File: config.mk
export PLATFORM = sky130hd
export DESIGN_NAME = reg_bank_arbiter
export DESIGN_NICKNAME = d
export VERILOG_FILES = /design/src/rtl/reg_bank_arbiter_pkg.sv /design/src/rtl/rr_arbiter.sv /design/src/rtl/reg_bank_arbiter.sv
export SDC_FILE = /design/constraint.sdc
export NUM_CORES = 1
export LEC_CHECK = 0
export ABC_AREA = 1
export CORE_MARGIN = 2
export CORE_UTILIZATION = 46
export CTS_BUF_LIST = sky130_fd_sc_hd__clkbuf_8
export CTS_CLUSTER_DIAMETER = 40
export DETAILED_ROUTE_END_ITERATION = 7
export GPL_TIMING_DRIVEN = 0
export PLACE_DENSITY_LB_ADDON = 0.12
export RECOVER_POWER = 100
export SLEW_MARGIN = 25
export SYNTH_ARGS = -nofsm -noshare
export SYNTH_HDL_FRONTEND = slang
export SYNTH_SLANG_ARGS = --single-unit
File: constraint.sdc
create_clock -name clk -period 3.6 [get_ports clk]
set_clock_uncertainty 0.1 [all_clocks]
set_input_delay 0.54 -clock clk [delete_from_list [all_inputs] [get_ports clk]]
set_output_delay 0.54 -clock clk [all_outputs]
set_load 0.01 [all_outputs]
File: src/rtl/reg_bank_arbiter_pkg.sv
// Shared types and defaults for the register-bank arbiter slice.
// Latency: n/a (types only). Backpressure: n/a.
package reg_bank_pkg;

    typedef enum logic [1:0] {
        IDLE   = 2'd0,
        ACCESS = 2'd1,
        RESP   = 2'd2
    } arb_state_t;

    localparam int DEF_NUM_REQ     = 2;
    localparam int DEF_ADDR_W      = 8;
    localparam int DEF_REG_W       = 8;
    localparam int DEF_NUM_REGS    = 8;
    localparam int DEF_TIMEOUT_CYC = 15;

    // A timeout of 0 means wait forever; keep at least one counter bit so widths stay legal.
    function automatic int cnt_width(input int cyc);
        return (cyc > 0) ? $clog2(cyc + 1) : 1;
    endfunction

endpackage

File: src/rtl/rr_arbiter.sv
// Round-robin pick: first set request strictly after index 'last', wrapping.
// Latency: purely combinational. Backpressure: none, the pointer is owned by the caller.
module rr_arbiter #(
    parameter int N = 2
) (
    input  logic [N-1:0]         req,
    input  logic [$clog2(N)-1:0] last,
    output logic [N-1:0]         gnt,
    output logic [$clog2(N)-1:0] gnt_idx
);
    localparam int IDX_W = $clog2(N);

    logic             found;
    int               sum;
    logic [IDX_W-1:0] cand;

    always_comb begin
        gnt     = '0;
        gnt_idx = '0;
        found   = 1'b0;
        sum     = 0;
        cand    = '0;
        for (int off = 1; off <= N; off++) begin
            sum = int'(last) + off;
            if (sum >= N) begin
                sum = sum - N;
            end
            cand = IDX_W'(sum);
            if (!found && req[cand]) begin
                found      = 1'b1;
                gnt[cand]  = 1'b1;
                gnt_idx    = cand;
            end
        end
    end

endmodule

File: src/rtl/reg_bank_arbiter.sv
// Shares one register-bank port between NUM_REQ requesters: round robin, range check, ack timeout.
// Latency: 2 cycles request->rsp_valid with bank_ack tied 1, 1 cycle for out-of-range addresses.
// Backpressure: one access in flight; other requesters hold req_valid and wait, never dropped.
module reg_bank_arbiter
    import reg_bank_pkg::*;
#(
    parameter int NUM_REQ     = DEF_NUM_REQ,
    parameter int ADDR_W      = DEF_ADDR_W,
    parameter int REG_W       = DEF_REG_W,
    parameter int NUM_REGS    = DEF_NUM_REGS,
    parameter int TIMEOUT_CYC = DEF_TIMEOUT_CYC
) (
    input  logic                      clk,
    input  logic                      rst,
    input  logic [NUM_REQ-1:0]        req_valid,
    input  logic [NUM_REQ-1:0]        req_wr_rdn,
    input  logic [NUM_REQ*ADDR_W-1:0] req_addr,
    input  logic [NUM_REQ*REG_W-1:0]  req_wdata,
    output logic [NUM_REQ-1:0]        rsp_valid,
    output logic [REG_W-1:0]          rsp_rdata,
    output logic                      rsp_err,
    output logic                      busy,
    output logic                      bank_ena,
    output logic                      bank_we,
    output logic                      bank_wr_rdn,
    output logic [ADDR_W-1:0]         bank_addr,
    output logic [REG_W-1:0]          bank_wdata,
    input  logic [REG_W-1:0]          bank_rdata,
    input  logic                      bank_ack,
    input  logic                      bank_err
);
    localparam int                IDX_W      = $clog2(NUM_REQ);
    localparam int                CNT_W      = cnt_width(TIMEOUT_CYC);
    localparam logic [ADDR_W:0]   ADDR_LIMIT = (ADDR_W + 1)'(NUM_REGS);
    localparam logic [CNT_W-1:0]  CNT_LAST   = CNT_W'((TIMEOUT_CYC > 0) ? TIMEOUT_CYC - 1 : 0);

    arb_state_t         state;
    arb_state_t         state_nxt;
    logic [IDX_W-1:0]   ptr_q;
    logic [IDX_W-1:0]   idx_q;
    logic               wr_q;
    logic [ADDR_W-1:0]  addr_q;
    logic [REG_W-1:0]   wdata_q;
    logic [REG_W-1:0]   rdata_q;
    logic               err_q;
    logic [CNT_W-1:0]   cnt_q;

    logic [NUM_REQ-1:0] gnt;
    logic [IDX_W-1:0]   gnt_idx;
    logic               sel_wr;
    logic [ADDR_W-1:0]  sel_addr;
    logic [REG_W-1:0]   sel_wdata;
    logic               req_any;
    logic               sel_oor;
    logic               timeout_hit;

    rr_arbiter #(.N(NUM_REQ)) u_rr (
        .req     (req_valid),
        .last    (ptr_q),
        .gnt     (gnt),
        .gnt_idx (gnt_idx)
    );

    always_comb begin
        sel_wr    = 1'b0;
        sel_addr  = '0;
        sel_wdata = '0;
        for (int i = 0; i < NUM_REQ; i++) begin
            if (gnt[i]) begin
                sel_wr    = req_wr_rdn[i];
                sel_addr  = req_addr[i*ADDR_W +: ADDR_W];
                sel_wdata = req_wdata[i*REG_W +: REG_W];
            end
        end
    end

    assign req_any     = |req_valid;
    assign sel_oor     = {1'b0, sel_addr} >= ADDR_LIMIT;
    assign timeout_hit = (TIMEOUT_CYC != 0) && (cnt_q == CNT_LAST);

    assign rsp_rdata  = rdata_q;
    assign rsp_err    = err_q;
    assign bank_addr  = addr_q;
    assign bank_wdata = wdata_q;

    always_ff @(posedge clk or posedge rst) begin
        if (rst) begin
            state <= IDLE;
        end else begin
            state <= state_nxt;
        end
    end

    // Strobes decode straight from state so an asynchronous reset drops bank_we at once.
    always_comb begin
        state_nxt   = state;
        busy        = (state != IDLE);
        bank_ena    = 1'b0;
        bank_we     = 1'b0;
        bank_wr_rdn = 1'b0;
        rsp_valid   = '0;
        case (state)
            IDLE: begin
                if (req_any) begin
                    state_nxt = sel_oor ? RESP : ACCESS;
                end
            end
            ACCESS: begin
                bank_ena    = 1'b1;
                bank_we     = wr_q;
                bank_wr_rdn = wr_q;
                if (bank_ack || timeout_hit) begin
                    state_nxt = RESP;
                end
            end
            RESP: begin
                for (int i = 0; i < NUM_REQ; i++) begin
                    rsp_valid[i] = (idx_q == IDX_W'(i));
                end
                state_nxt = IDLE;
            end
            default: state_nxt = IDLE;
        endcase
    end

    always_ff @(posedge clk or posedge rst) begin
        if (rst) begin
            ptr_q   <= IDX_W'(NUM_REQ - 1);
            idx_q   <= '0;
            wr_q    <= 1'b0;
            addr_q  <= '0;
            wdata_q <= '0;
            rdata_q <= '0;
            err_q   <= 1'b0;
            cnt_q   <= '0;
        end else begin
            case (state)
                IDLE: begin
                    if (req_any) begin
                        ptr_q   <= gnt_idx;
                        idx_q   <= gnt_idx;
                        wr_q    <= sel_wr;
                        addr_q  <= sel_addr;
                        wdata_q <= sel_wdata;
                        cnt_q   <= '0;
                        if (sel_oor) begin
                            rdata_q <= '0;
                            err_q   <= 1'b1;
                        end
                    end
                end
                ACCESS: begin
                    // An ack on the expiry cycle still completes the access normally.
                    if (bank_ack) begin
                        rdata_q <= wr_q ? '0 : bank_rdata;
                        err_q   <= bank_err;
                    end else if (timeout_hit) begin
                        rdata_q <= '0;
                        err_q   <= 1'b1;
                    end else begin
                        cnt_q <= cnt_q + 1'b1;
                    end
                end
                default: ;
            endcase
        end
    end

endmodule
# Word level (Yosys, flattened, before mapping)
# Index checks and enable logic that the tools add are counted.
dict set report totals {
  regBits 34
  wordCells 88
}
dict set report op_classes {
  n_addsub 5
  magnitude_cmp 7
  eq_ne 9
  muxes 43
  bitwise 2
  reduce_logical 13
}
# operator n
set ops {}
lappend ops {{$mux W8} 9}
lappend ops {{$mux W1} 19}
lappend ops {{$pmux W8 S2} 1}
lappend ops {{$mux W2} 6}
lappend ops {{$mux W4} 3}
lappend ops {{$ne A2 B2 Y1 const B} 5}
lappend ops {{$ge A8 B4 Y1 const B} 1}
lappend ops {{$pmux W4 S2} 1}
lappend ops {{$reduce_and A4 Y1} 2}
lappend ops {{$add A4 B1 Y4 const B} 1}
lappend ops {{$eq A4 B4 Y1 const B} 1}
lappend ops {{$lt A1 B2 Y1 const B} 2}
lappend ops {{$pmux W2 S2} 1}
lappend ops {{$reduce_and A2 Y1} 2}
lappend ops {{$reduce_bool A2 Y1} 2}
lappend ops {{$add A1 B2 Y3 const B} 1}
lappend ops {{$ge A3 B2 Y1 const B} 1}
lappend ops {{$logic_and A1 B1 Y1} 3}
lappend ops {{$ne A3 B3 Y1 const B} 1}
lappend ops {{$add A1 B1 Y2 const B} 1}
lappend ops {{$demux W1 S1} 2}
lappend ops {{$eq A2 B1 Y1 const B} 1}
lappend ops {{$eq A2 B2 Y1 const B} 1}
lappend ops {{$ge A1 B1 Y1 const B} 2}
lappend ops {{other kinds (9)} 10}

# Logic depth before layout (Yosys ltp)
# Gate-level depths: netlist (run 1).
dict set report depth {
  depth_word 16
  mapped_depth 9
}

# Hierarchy
# Synthesis (run 1) repeated with hierarchy kept, for this count alone.
dict set report unflattened {
  hier_cells 195
  hier_area_um2 1655.3
}
# mod instances cells_each area_per_inst_um2 seq_area_each_um2
set by_module_without_submodules {}
lappend by_module_without_submodules {reg_bank_arbiter 1 189 1630.3 852.1}
lappend by_module_without_submodules {rr_arbiter 1 6 25.0 0.0}

# Worst setup path after synthesis (run 1)
# No wires, ideal clock.
dict set report synth_path {
  path_type {register -> output}
  start {register state[1]}
  end {output port bank_wr_rdn}
  arrival_time_ns 1.076
  t_required_ns 2.960
  path_slack_ns 1.884
  stages_incl_launch_ff 5
  n_path_buf 1
  path_cell_list {dfrtp_1 -> nor2_4 -> inv_1 -> nor2_1 -> buf_4}
}
dict set report synth_via {
  elab_chain_len 2
}
# item line
set synth_lines {}
lappend synth_lines {{start, declared} reg_bank_arbiter.sv:37} ;# arb_state_t state;
lappend synth_lines {{start signal, assigned} reg_bank_arbiter.sv:90} ;# state <= state_nxt;
lappend synth_lines {{$eq A2 B1 Y1} n/a}
lappend synth_lines {{$mux W1} n/a}
lappend synth_lines {{end, declared} reg_bank_arbiter.sv:25} ;# output logic bank_wr_rdn,
# Every way passes these cells.

# Final worst setup path (run 1)
dict set report layout_path {
  start {register state[0]}
  end {output port bank_wr_rdn}
}
dict set report layout_via {
  elab_chain_len 2
}
# item line
set layout_lines {}
lappend layout_lines {{$eq A2 B1 Y1} reg_bank_arbiter.sv:102} ;# case (state)
lappend layout_lines {{$mux W1} reg_bank_arbiter.sv:102}
# Every way passes these cells.

==> results of run 1 <==
flip-flops by register name (all words and copies together) (netlist names):
name / flops
state: 2
bank_addr: 8
wr_q: 1
rsp_rdata: 8
bank_wdata: 8
ptr_q: 1
idx_q: 1
rsp_err: 1
cnt_q: 4
placed cells by master (no fill, tap or decap), drive strengths merged:
cell type,instances
dfrtp,33
inv,11
xor2,1
a21oi,1
and2,1
o211ai,1
o21ai,5
clkbuf,8
nor3,3
a31oi,5
bufinv,1
nand3,51
nor2,19
nand2,51
o21a,1
a211oi,1
buf,7
clkinv,3
a21boi,1
clkdlybuf4s50,45
dlygate4sd3,31
dfstp,1
ha,2
tightest hold or removal path, stage by stage (launching register included):
cell and delay, ps:
dfrtp_1 340, nand2_1 50, nand2_1 40
power breakdown:
| part | switching, mW | total (mW) | internal (mW) |
|---|---|---|---|
| clock | 0.136 | 0.339 | 0.204 |
| sequential | 0.0744 | 0.587 | 0.513 |
| combinational | 0.388 | 0.715 | 0.326 |
| total | 0.599 | 1.64 | 1.04 |
metrics by stage:
stage,setup slack [ps],hold slack [ps]
finish,908,369
global route,805,401
CTS,1120,378
detailed placement,1440,360
global placement,1390,353
floorplan,1880,407
cell families after synthesis:
kind of cell,Yosys count,share of synthesized area
fa+ha+maj,2,0.0148
xor+xnor,1,0.00519
simple gates,125,0.359
flops,34,0.504
compound gates,15,0.0541
buf+inv,22,0.0630
layer usage:
| layer | global-route usage | vias to the layer above |
|---|---|---|
| met4 | 0.0559 | 0 |
| met5 | 0 | - |
| met2 | 0.372 | 48 |
| met3 | 0.0625 | 4 |
| li1 | - | 828 |
| met1 | 0.271 | 764 |
final cells by class:
type	count	share of cell area
clock inverter	3	0.0155
tap	48	0.0233
multi-input combinational	143	0.270
sequential	34	0.330
inverter	12	0.0174
timing repair buffer	76	0.295
clock buffer	5	0.0266
buffer	10	0.0223
how the worst max path moves through the flow:
| stage | end | slack (ps) |
|---|---|---|
| finish | bank_wr_rdn | 910 |
| global route | bank_wr_rdn | 810 |
| CTS | bank_wr_rdn | 1120 |
| detailed placement | bank_wr_rdn | 1440 |
| global placement | bank_addr[4]$_DFFE_PP0P_ | 1390 |
| floorplan | bank_wr_rdn | 1880 |
==> flow_metrics.env, run 1 <==
export IMPL_outcome="complete, no violations"
export IMPL_synth_yosys_warnings=0
export IMPL_min_from="rsp_err$_DFFE_PP0P_"
export IMPL_rrSetupSlack_ps=1750
export IMPL_cp_data_required_time_ps=2960
export IMPL_synthesis_instances=199
export IMPL_dr_first_iter_drc_count=123
export IMPL_fin_area_mm2=0.00258
export IMPL_wl_per_cell_um=12.6
export IMPL_p_leak_nw=1.24
export IMPL_post_route_util=0.716
export IMPL_drive_gt1_frac=0.0742
export IMPL_avgSynthCellArea_um2=8.49
export IMPL_synth_cell_area_mm2=0.00169
export IMPL_grt_antenna_before_repair=0
export IMPL_nets=332
export IMPL_rsz0062_at_grt="no"
export IMPL_fmax_mhz=372
export IMPL_cts_buffers=5
export IMPL_synth_edf_count=0
export IMPL_power_density_mw_per_mm2=636
export IMPL_hpwl_mm=3.11
export IMPL_ant_nets=0
export IMPL_critPathArrivalTime_ps=2050
export IMPL_max_cap_violations=0
export IMPL_worstMarginPinSlew_ps=1260
export IMPL_layout_area_seq_um2=852
export IMPL_wl_mm=4.19
export IMPL_fin_crit_sh=0.748
export IMPL_finalPower_mw=1.64
export IMPL_drc=0
export IMPL_crit_path_frequent_cell="nor2_1"
export IMPL_multi_input_area_um2=698
export IMPL_hold_path_class="flip-flop to flip-flop"
export IMPL_synth_common_cells="nand3_1 (49), nand2_1 (47), dfrtp_1 (33), nor2_1 (15), inv_1 (9)"
export IMPL_setup_tns_final_ps=0
export IMPL_cts_tree="yes"
export IMPL_cpLargestDelayFamily="buffers and inverters"
export IMPL_wl_met1_mm=1.81
export IMPL_hold_buffers=0
export IMPL_io_buffer_count=76
export IMPL_n_fill_cell=309
export IMPL_ctsLongestPathBuffers=2
export IMPL_slew_headroom=0.156
export IMPL_routed_via_count=1644
export IMPL_coreArea_mm2=0.00361
export IMPL_yosys_top_cells_area="dfrtp_1 (49%), nand3_1 (15%), nand2_1 (10%)"
export IMPL_ff2ff_path_depth=9
export IMPL_worstReg2RegStart="ptr_q$_DFFE_PP1P_"
export IMPL_startpoint_type="flip-flop"
export IMPL_timing_rr_end="rsp_rdata[6]$_DFFE_PP0P_"
export IMPL_grt_max_degree=35
export IMPL_viasPerCell=4.97
export IMPL_die_area_mm2=0.00417
export IMPL_path_class="flip-flop to primary output"
export IMPL_ioPinCount=79
export IMPL_gp_congestion=0.702
export IMPL_ir_drop_v=0.000388
export IMPL_drv_slew=0
export IMPL_die_y_um=64.6
export IMPL_critPathMaxStageDelay_ps=520
export IMPL_ys_seq_area_frac=0.504
export IMPL_clk_latency_ps=280
export IMPL_route_met3_wl_um=250
export IMPL_worstHoldEndpoint="rsp_err$_DFFE_PP0P_"
export IMPL_yosysUniqueCellTypes=27
export IMPL_grt_pass1_wl_mm=7.09
export IMPL_endpoint_kind="primary output"
export IMPL_stdcell_count=331
export IMPL_worst_path_buf_inv=4
export IMPL_cp_depth=6
export IMPL_ys_async_sr_fraction=1.00
export IMPL_synth_top_area_cell="dfrtp_1"
export IMPL_post_cts_resized=0
export IMPL_gr_total_overflow=0
export IMPL_place_inst=323
export IMPL_crit_path_start="state[0]$_DFFE_PP0P_"
export IMPL_diodes=0
export IMPL_ys_flop_type="dfrtp_1"
export IMPL_syn_to_final_growth_pct=52.9
export IMPL_setup_violations=0
export IMPL_cts_setup_buffers=0
export IMPL_path_cells="inv_2, nor2_1, inv_1, nor2_1, buf_4, clkdlybuf4s50_1"
export IMPL_row_count=22
export IMPL_grt_pass1_vias=1590
export IMPL_highest_layer="met4"
export IMPL_synth_most_common_cell="nand3_1"
export IMPL_cp_max_fo=6
export IMPL_holdPathStages=2
export IMPL_start_util=0.468
export IMPL_syn_nets=249
export IMPL_slowest_stage="clkdlybuf4s50_1"
export IMPL_drt_pass1_iterations=4
export IMPL_die_w_um=64.6
export IMPL_cts_sinks=34
export IMPL_root_buffer="clkbuf_8"
export IMPL_synth_seq_cells=34
export IMPL_hold_viol_final=0
export IMPL_dr_wl_met2_mm=2.10
export IMPL_min_period_ps=2690
export IMPL_grtUsageTotal=0.218
export IMPL_cts_htree_levels=2
export IMPL_clk_pin_slew_worst_paths_ps=70
export IMPL_synth_top_cell_area_share=0.489
export IMPL_place_area_mm2=0.00251
Power figures use the tool's default switching activity.
==> run 2: changes to the inputs <==
Settings changed: CORE_UTILIZATION 46 to 38.
Clock period 3.6 ns to 2.3 ns, I/O delays scaled along.
==> flow_metrics.env, run 2 (synthesized netlist as in run 1, its figures left out) <==
export IMPL_dr_first_iter_drc_count=58
export IMPL_die_w_um=70.7
export IMPL_hpwl_mm=3.41
export IMPL_min_period_ps=2200
export IMPL_wl_mm=4.51
export IMPL_hold_path_class="input port to flip-flop"
export IMPL_cts_tree="yes"
export IMPL_path_class="flip-flop to primary output"
export IMPL_slowest_stage="clkdlybuf4s50_1"
export IMPL_place_ws_ps=309
export IMPL_cts_sinks=34
export IMPL_outcome="complete, no violations"
export IMPL_cp_data_required_time_ps=1860
export IMPL_ant_nets=0
export IMPL_diodes=0
export IMPL_drv_slew=0
export IMPL_startpoint_type="flip-flop"
export IMPL_grt_max_degree=35
export IMPL_multi_input_area_um2=708
export IMPL_pwr_share_comb=0.452
export IMPL_cp_max_fo=5
export IMPL_die_area_mm2=0.00499
export IMPL_viasPerCell=4.84
export IMPL_grt_pass1_vias=1652
export IMPL_p_leak_nw=1.24
export IMPL_syn_to_final_growth_pct=53.9
export IMPL_setup_tns_final_ps=0
export IMPL_critPathMaxStageDelay_ps=520
export IMPL_p_switching_uw=958
export IMPL_ctsLongestPathBuffers=2
export IMPL_ir_drop_v=0.000372
export IMPL_nets=335
export IMPL_coreArea_mm2=0.00432
export IMPL_min_from="req_valid[1]"
export IMPL_fin_crit_sh=0.956
export IMPL_start_util=0.391
export IMPL_max_cap_violations=0
export IMPL_fmax_mhz=455
export IMPL_n_fill_cell=418
export IMPL_drt_pass1_iterations=4
export IMPL_drive_gt1_frac=0.0839
export IMPL_worstReg2RegStart="ptr_q$_DFFE_PP1P_"
export IMPL_gp_congestion=0.777
export IMPL_cts_htree_levels=2
export IMPL_slew_headroom=0.148
export IMPL_setup_violations=0
export IMPL_root_buffer="clkbuf_8"
export IMPL_hold_viol_final=0
export IMPL_grtUsageTotal=0.196
export IMPL_row_count=24
export IMPL_gr_total_overflow=0
export IMPL_critPathArrivalTime_ps=1750
export IMPL_grt_pass1_wl_mm=7.71
export IMPL_p_clk_frac=0.179
export IMPL_final_cell_mix="nand3_1 (50), nand2_1 (50), clkdlybuf4s50_1 (45), dfrtp_1 (33), dlygate4sd3_1 (31)"
export IMPL_routed_via_count=1635
export IMPL_cts_buffers=5
export IMPL_clk_latency_ps=280
export IMPL_power_density_mw_per_mm2=970
export IMPL_io_buffer_count=76
export IMPL_rsz0062_at_grt="no"
export IMPL_endpoint_kind="primary output"
export IMPL_fin_hold_ws_ps=295
export IMPL_intPower_mw=1.56
export IMPL_path_cells="nor2_4, inv_1, nor2_2, buf_4, clkdlybuf4s50_1"
export IMPL_die_y_um=70.7
export IMPL_swShare=0.380
export IMPL_layout_area_seq_um2=852
export IMPL_grt_antenna_before_repair=0
export IMPL_ioPinCount=79
export IMPL_worstMarginPinSlew_ps=1280
export IMPL_wl_per_cell_um=13.3
export IMPL_clk_pin_slew_worst_paths_ps=70
export IMPL_crit_path_start="state[1]$_DFFE_PP0P_"
export IMPL_drc=0
export IMPL_p_seq_frac=0.369
export IMPL_setup_ws_ps=101
## run 2: changes by cell type in the layout (fill, tap and decap cells not counted), sizes merged
cell	change
clkinv	-1
bufinv	-1
clkbuf	+2
inv	+1
buf	+2
## run 2: worst max-delay path: cells and delay by family (launching register included)
kind	cells	cell delay (ps)
buf+inv	3	750
flops	1	440
simple gates	2	280
## run 2: what timing repair did
item | 4_1_cts | 5_1_grt
setup endpoints to repair | 1 | 2
hold buffers | 0 | 0
setup buffers | 1 | 2
hold endpoints to repair | 0 | 0
resized for setup | 0 | 1
cloned | 0 | 0
pin swaps | 0 | 1
## run 2: power groups by stage
| stage | sequential, mW | combinational (mW) | clock (mW) |
|---|---|---|---|
| global route | 0.958 | 1.27 | 0.484 |
| floorplan | 1.00 | 0.574 | 0 |
| CTS | 0.943 | 1.26 | 0.470 |
| detailed placement | 0.948 | 1.25 | 0 |
| global placement | 0.947 | 1.23 | 0 |
| finish | 0.930 | 1.14 | 0.451 |
## run 2: final timing paths
check	endpoint	slack [ps]	cells past startpoint
setup / recovery	bank_wr_rdn	100	5
hold / removal	bank_addr[7]$_DFFE_PP0P_	290	3
setup reg to reg	rsp_err$_DFFE_PP0P_	470	9
hold reg to reg	rsp_rdata[3]$_DFFE_PP0P_	360	2
max in group asynchronous	bank_addr[4]$_DFFE_PP0P_	590	2
min in group asynchronous	rsp_rdata[3]$_DFFE_PP0P_	750	2
## run 2: cell type report
class | instances | area share
clock inverters | 2 | 0.00337
well taps | 52 | 0.0250
clock buffers | 6 | 0.0318
multi-input cells | 143 | 0.273
repair buffers | 79 | 0.300
plain buffers | 10 | 0.0221
flip-flops and latches | 34 | 0.328
inverters | 12 | 0.0173
## run 2: routing by layer
metal,GRT usage,vias to the layer above,share of wire
met3,0.0670,2,0.077
li1,-,828,-
met5,0,-,0
met4,0.0629,0,0.0038
met1,0.253,754,0.43
met2,0.313,51,0.49
## run 2: stage by stage
stage,utilization,area [um2],power [mW],instances
floorplan,-,1690,1.58,199
global placement,0.582,2510,2.18,327
detailed placement,0.582,2510,2.20,327
CTS,0.604,2610,2.67,336
global route,0.601,2600,2.71,338
finish,0.601,2600,2.52,338
==> run 3: changes to the inputs <==
Settings changed: ABC_AREA 1 to not set, CORE_UTILIZATION 38 to 37, TNS_END_PERCENT set to 30.
==> flow_metrics.env, run 3 <==
export IMPL_place_ws_ps=108
export IMPL_timing_rr_end="bank_addr[2]$_DFFE_PP0P_"
export IMPL_finalPower_mw=2.61
export IMPL_die_y_um=68.2
export IMPL_path_class="flip-flop to primary output"
export IMPL_outcome="complete, no violations"
export IMPL_holdPathStages=3
export IMPL_max_cap_violations=0
export IMPL_p_leak_nw=1.17
export IMPL_row_count=23
export IMPL_drive_gt1_frac=0.0721
export IMPL_post_cts_resized=0
export IMPL_die_area_mm2=0.00465
export IMPL_rrSetupSlack_ps=230
export IMPL_grt_pass1_vias=1418
export IMPL_cp_max_fo=5
export IMPL_drv_slew=0
export IMPL_drc=0
export IMPL_synthesis_instances=137
export IMPL_p_switching_uw=895
export IMPL_cts_tree="yes"
export IMPL_fin_hold_ws_ps=346
export IMPL_io_buffer_count=77
export IMPL_p_seq_frac=0.366
export IMPL_clk_pin_slew_worst_paths_ps=70
export IMPL_ys_async_sr_fraction=1.00
export IMPL_grtUsageTotal=0.194
export IMPL_synth_yosys_warnings=0
export IMPL_use_met2=0.329
export IMPL_setup_ws_ps=115
export IMPL_wl_mm=4.04
export IMPL_worstMarginPinSlew_ps=1260
export IMPL_wl_per_cell_um=14.8
export IMPL_routed_via_count=1385
export IMPL_synth_seq_cells=34
export IMPL_startpoint_type="flip-flop"
export IMPL_pwr_share_comb=0.427
export IMPL_synth_top_cell_area_share=0.541
export IMPL_drt_pass1_iterations=4
export IMPL_synth_most_common_cell="dfrtp_1"
export IMPL_ctsLongestPathBuffers=2
export IMPL_setup_tns_final_ps=0
export IMPL_grt_busiest_layer="met2"
export IMPL_final_cell_mix="clkdlybuf4s50_1 (45), dfrtp_1 (33), dlygate4sd3_1 (32), inv_1 (18), a222oi_1 (12)"
export IMPL_start_util=0.384
export IMPL_cp_data_required_time_ps=1860
export IMPL_intPower_mw=1.71
export IMPL_grt_max_degree=35
export IMPL_yosys_top_cells_area="dfrtp_1 (54%), a222oi_1 (7.9%), a22o_1 (4.6%)"
export IMPL_avgSynthCellArea_um2=11.1
export IMPL_synth_cell_area_mm2=0.00153
export IMPL_syn_to_final_growth_pct=60.9
export IMPL_cts_setup_buffers=0
export IMPL_rsz0062_at_grt="no"
export IMPL_hold_path_class="input port to flip-flop"
export IMPL_cts_sinks=34
export IMPL_use_met3=0.0609
export IMPL_synth_edf_count=0
export IMPL_coreArea_mm2=0.00397
export IMPL_hold_buffers=0
export IMPL_ys_seq_area_frac=0.559
export IMPL_worstHoldEndpoint="bank_addr[4]$_DFFE_PP0P_"
export IMPL_swShare=0.343
export IMPL_ff2ff_path_depth=5
export IMPL_hold_viol_final=0
export IMPL_gr_total_overflow=0
export IMPL_critPathArrivalTime_ps=1740
export IMPL_min_from="req_valid[0]"
export IMPL_p_clk_frac=0.208
export IMPL_multi_input_area_um2=548
export IMPL_cts_buffers=5
export IMPL_hpwl_mm=3.10
export IMPL_grt_pass1_wl_mm=6.53
export IMPL_layout_area_seq_um2=852
export IMPL_fin_crit_sh=0.950
export IMPL_endpoint_kind="primary output"
export IMPL_grt_antenna_before_repair=0
export IMPL_setup_violations=0
export IMPL_worstReg2RegStart="state[1]$_DFFE_PP0P_"
export IMPL_ir_drop_v=0.000568
export IMPL_power_density_mw_per_mm2=1060
export IMPL_diodes=0
export IMPL_ys_flop_type="dfrtp_1"
export IMPL_use_met1=0.232
export IMPL_fmax_mhz=458
export IMPL_layout_commonest_cell="clkdlybuf4s50_1"
export IMPL_syn_nets=187
export IMPL_ant_nets=0
export IMPL_post_route_util=0.618
export IMPL_ioPinCount=79
export IMPL_clk_latency_ps=290
export IMPL_synth_top_area_cell="dfrtp_1"
export IMPL_slew_headroom=0.161
export IMPL_n_fill_cell=337
export IMPL_viasPerCell=5.09
export IMPL_die_w_um=68.2
export IMPL_min_period_ps=2180
export IMPL_cts_htree_levels=2
export IMPL_synth_common_cells="dfrtp_1 (33), inv_1 (18), a222oi_1 (12), a22o_1 (8), nand2_1 (8)"
export IMPL_nets=271
export IMPL_yosysUniqueCellTypes=33
export IMPL_gp_congestion=0.736
export IMPL_dr_first_iter_drc_count=122
export IMPL_root_buffer="clkbuf_8"
==> run 3: worst max path at each step <==
stage	start	cells past startpoint	slack [ps]	end
3_3_place_gp	req_valid[1]	6	150	rsp_rdata[5]$_DFFE_PP0P_
4_1_cts	state[1]$_DFFE_PP0P_	4	110	bank_wr_rdn
3_5_place_dp	req_valid[1]	6	110	rsp_rdata[5]$_DFFE_PP0P_
6_report	state[0]$_DFFE_PP0P_	4	120	bank_wr_rdn
5_1_grt	state[0]$_DFFE_PP0P_	4	20	bank_wr_rdn
2_1_floorplan	cnt_q[0]$_DFFE_PP0P_	7	540	rsp_rdata[0]$_DFFE_PP0P_
==> run 3: final cells by class <==
class | count | share of cell area
timing repair buffer | 77 | 0.314
inverter | 19 | 0.0291
clock buffer | 5 | 0.0280
sequential | 34 | 0.347
multi-input combinational | 77 | 0.223
tap | 50 | 0.0255
clock inverter | 3 | 0.0163
buffer | 7 | 0.0163
==> run 3: cells by family after synthesis <==
kind of cell / synth area share
compound gates: 0.227
xor+xnor: 0.0115
fa+ha+maj: 0.0164
buf+inv: 0.0787
flops: 0.559
simple gates: 0.107
==> run 3: worst max-delay path, cell delays in order (launching register included) <==
cell and delay, ps:
dfrtp_1 410, nor2b_1 220, and2_0 190, buf_4 120, clkdlybuf4s50_1 520
==> run 3: metrics by stage <==
stage | instances | cell area [um2]
after global placement | 264 | 2360
after detailed placement | 264 | 2360
after CTS | 272 | 2470
after global routing | 272 | 2450
final | 272 | 2450
after floorplan | 137 | 1530
==> run 3: power by group through the flow <==
stage | clock network [mW] | logic [mW] | registers (mW)
after floorplan | 0 | 0.524 | 1.03
after global placement | 0 | 1.18 | 0.962
after detailed placement | 0 | 1.22 | 0.973
after CTS | 0.560 | 1.23 | 0.964
after global routing | 0.586 | 1.24 | 0.982
final | 0.542 | 1.11 | 0.954
==> run 3: layer usage <==
| metal | part of all wire | up-vias |
|---|---|---|
| li1 | - | 674 |
| met4 | 0.013 | 0 |
| met1 | 0.41 | 663 |
| met5 | 0 | - |
| met2 | 0.52 | 42 |
| met3 | 0.064 | 6 |
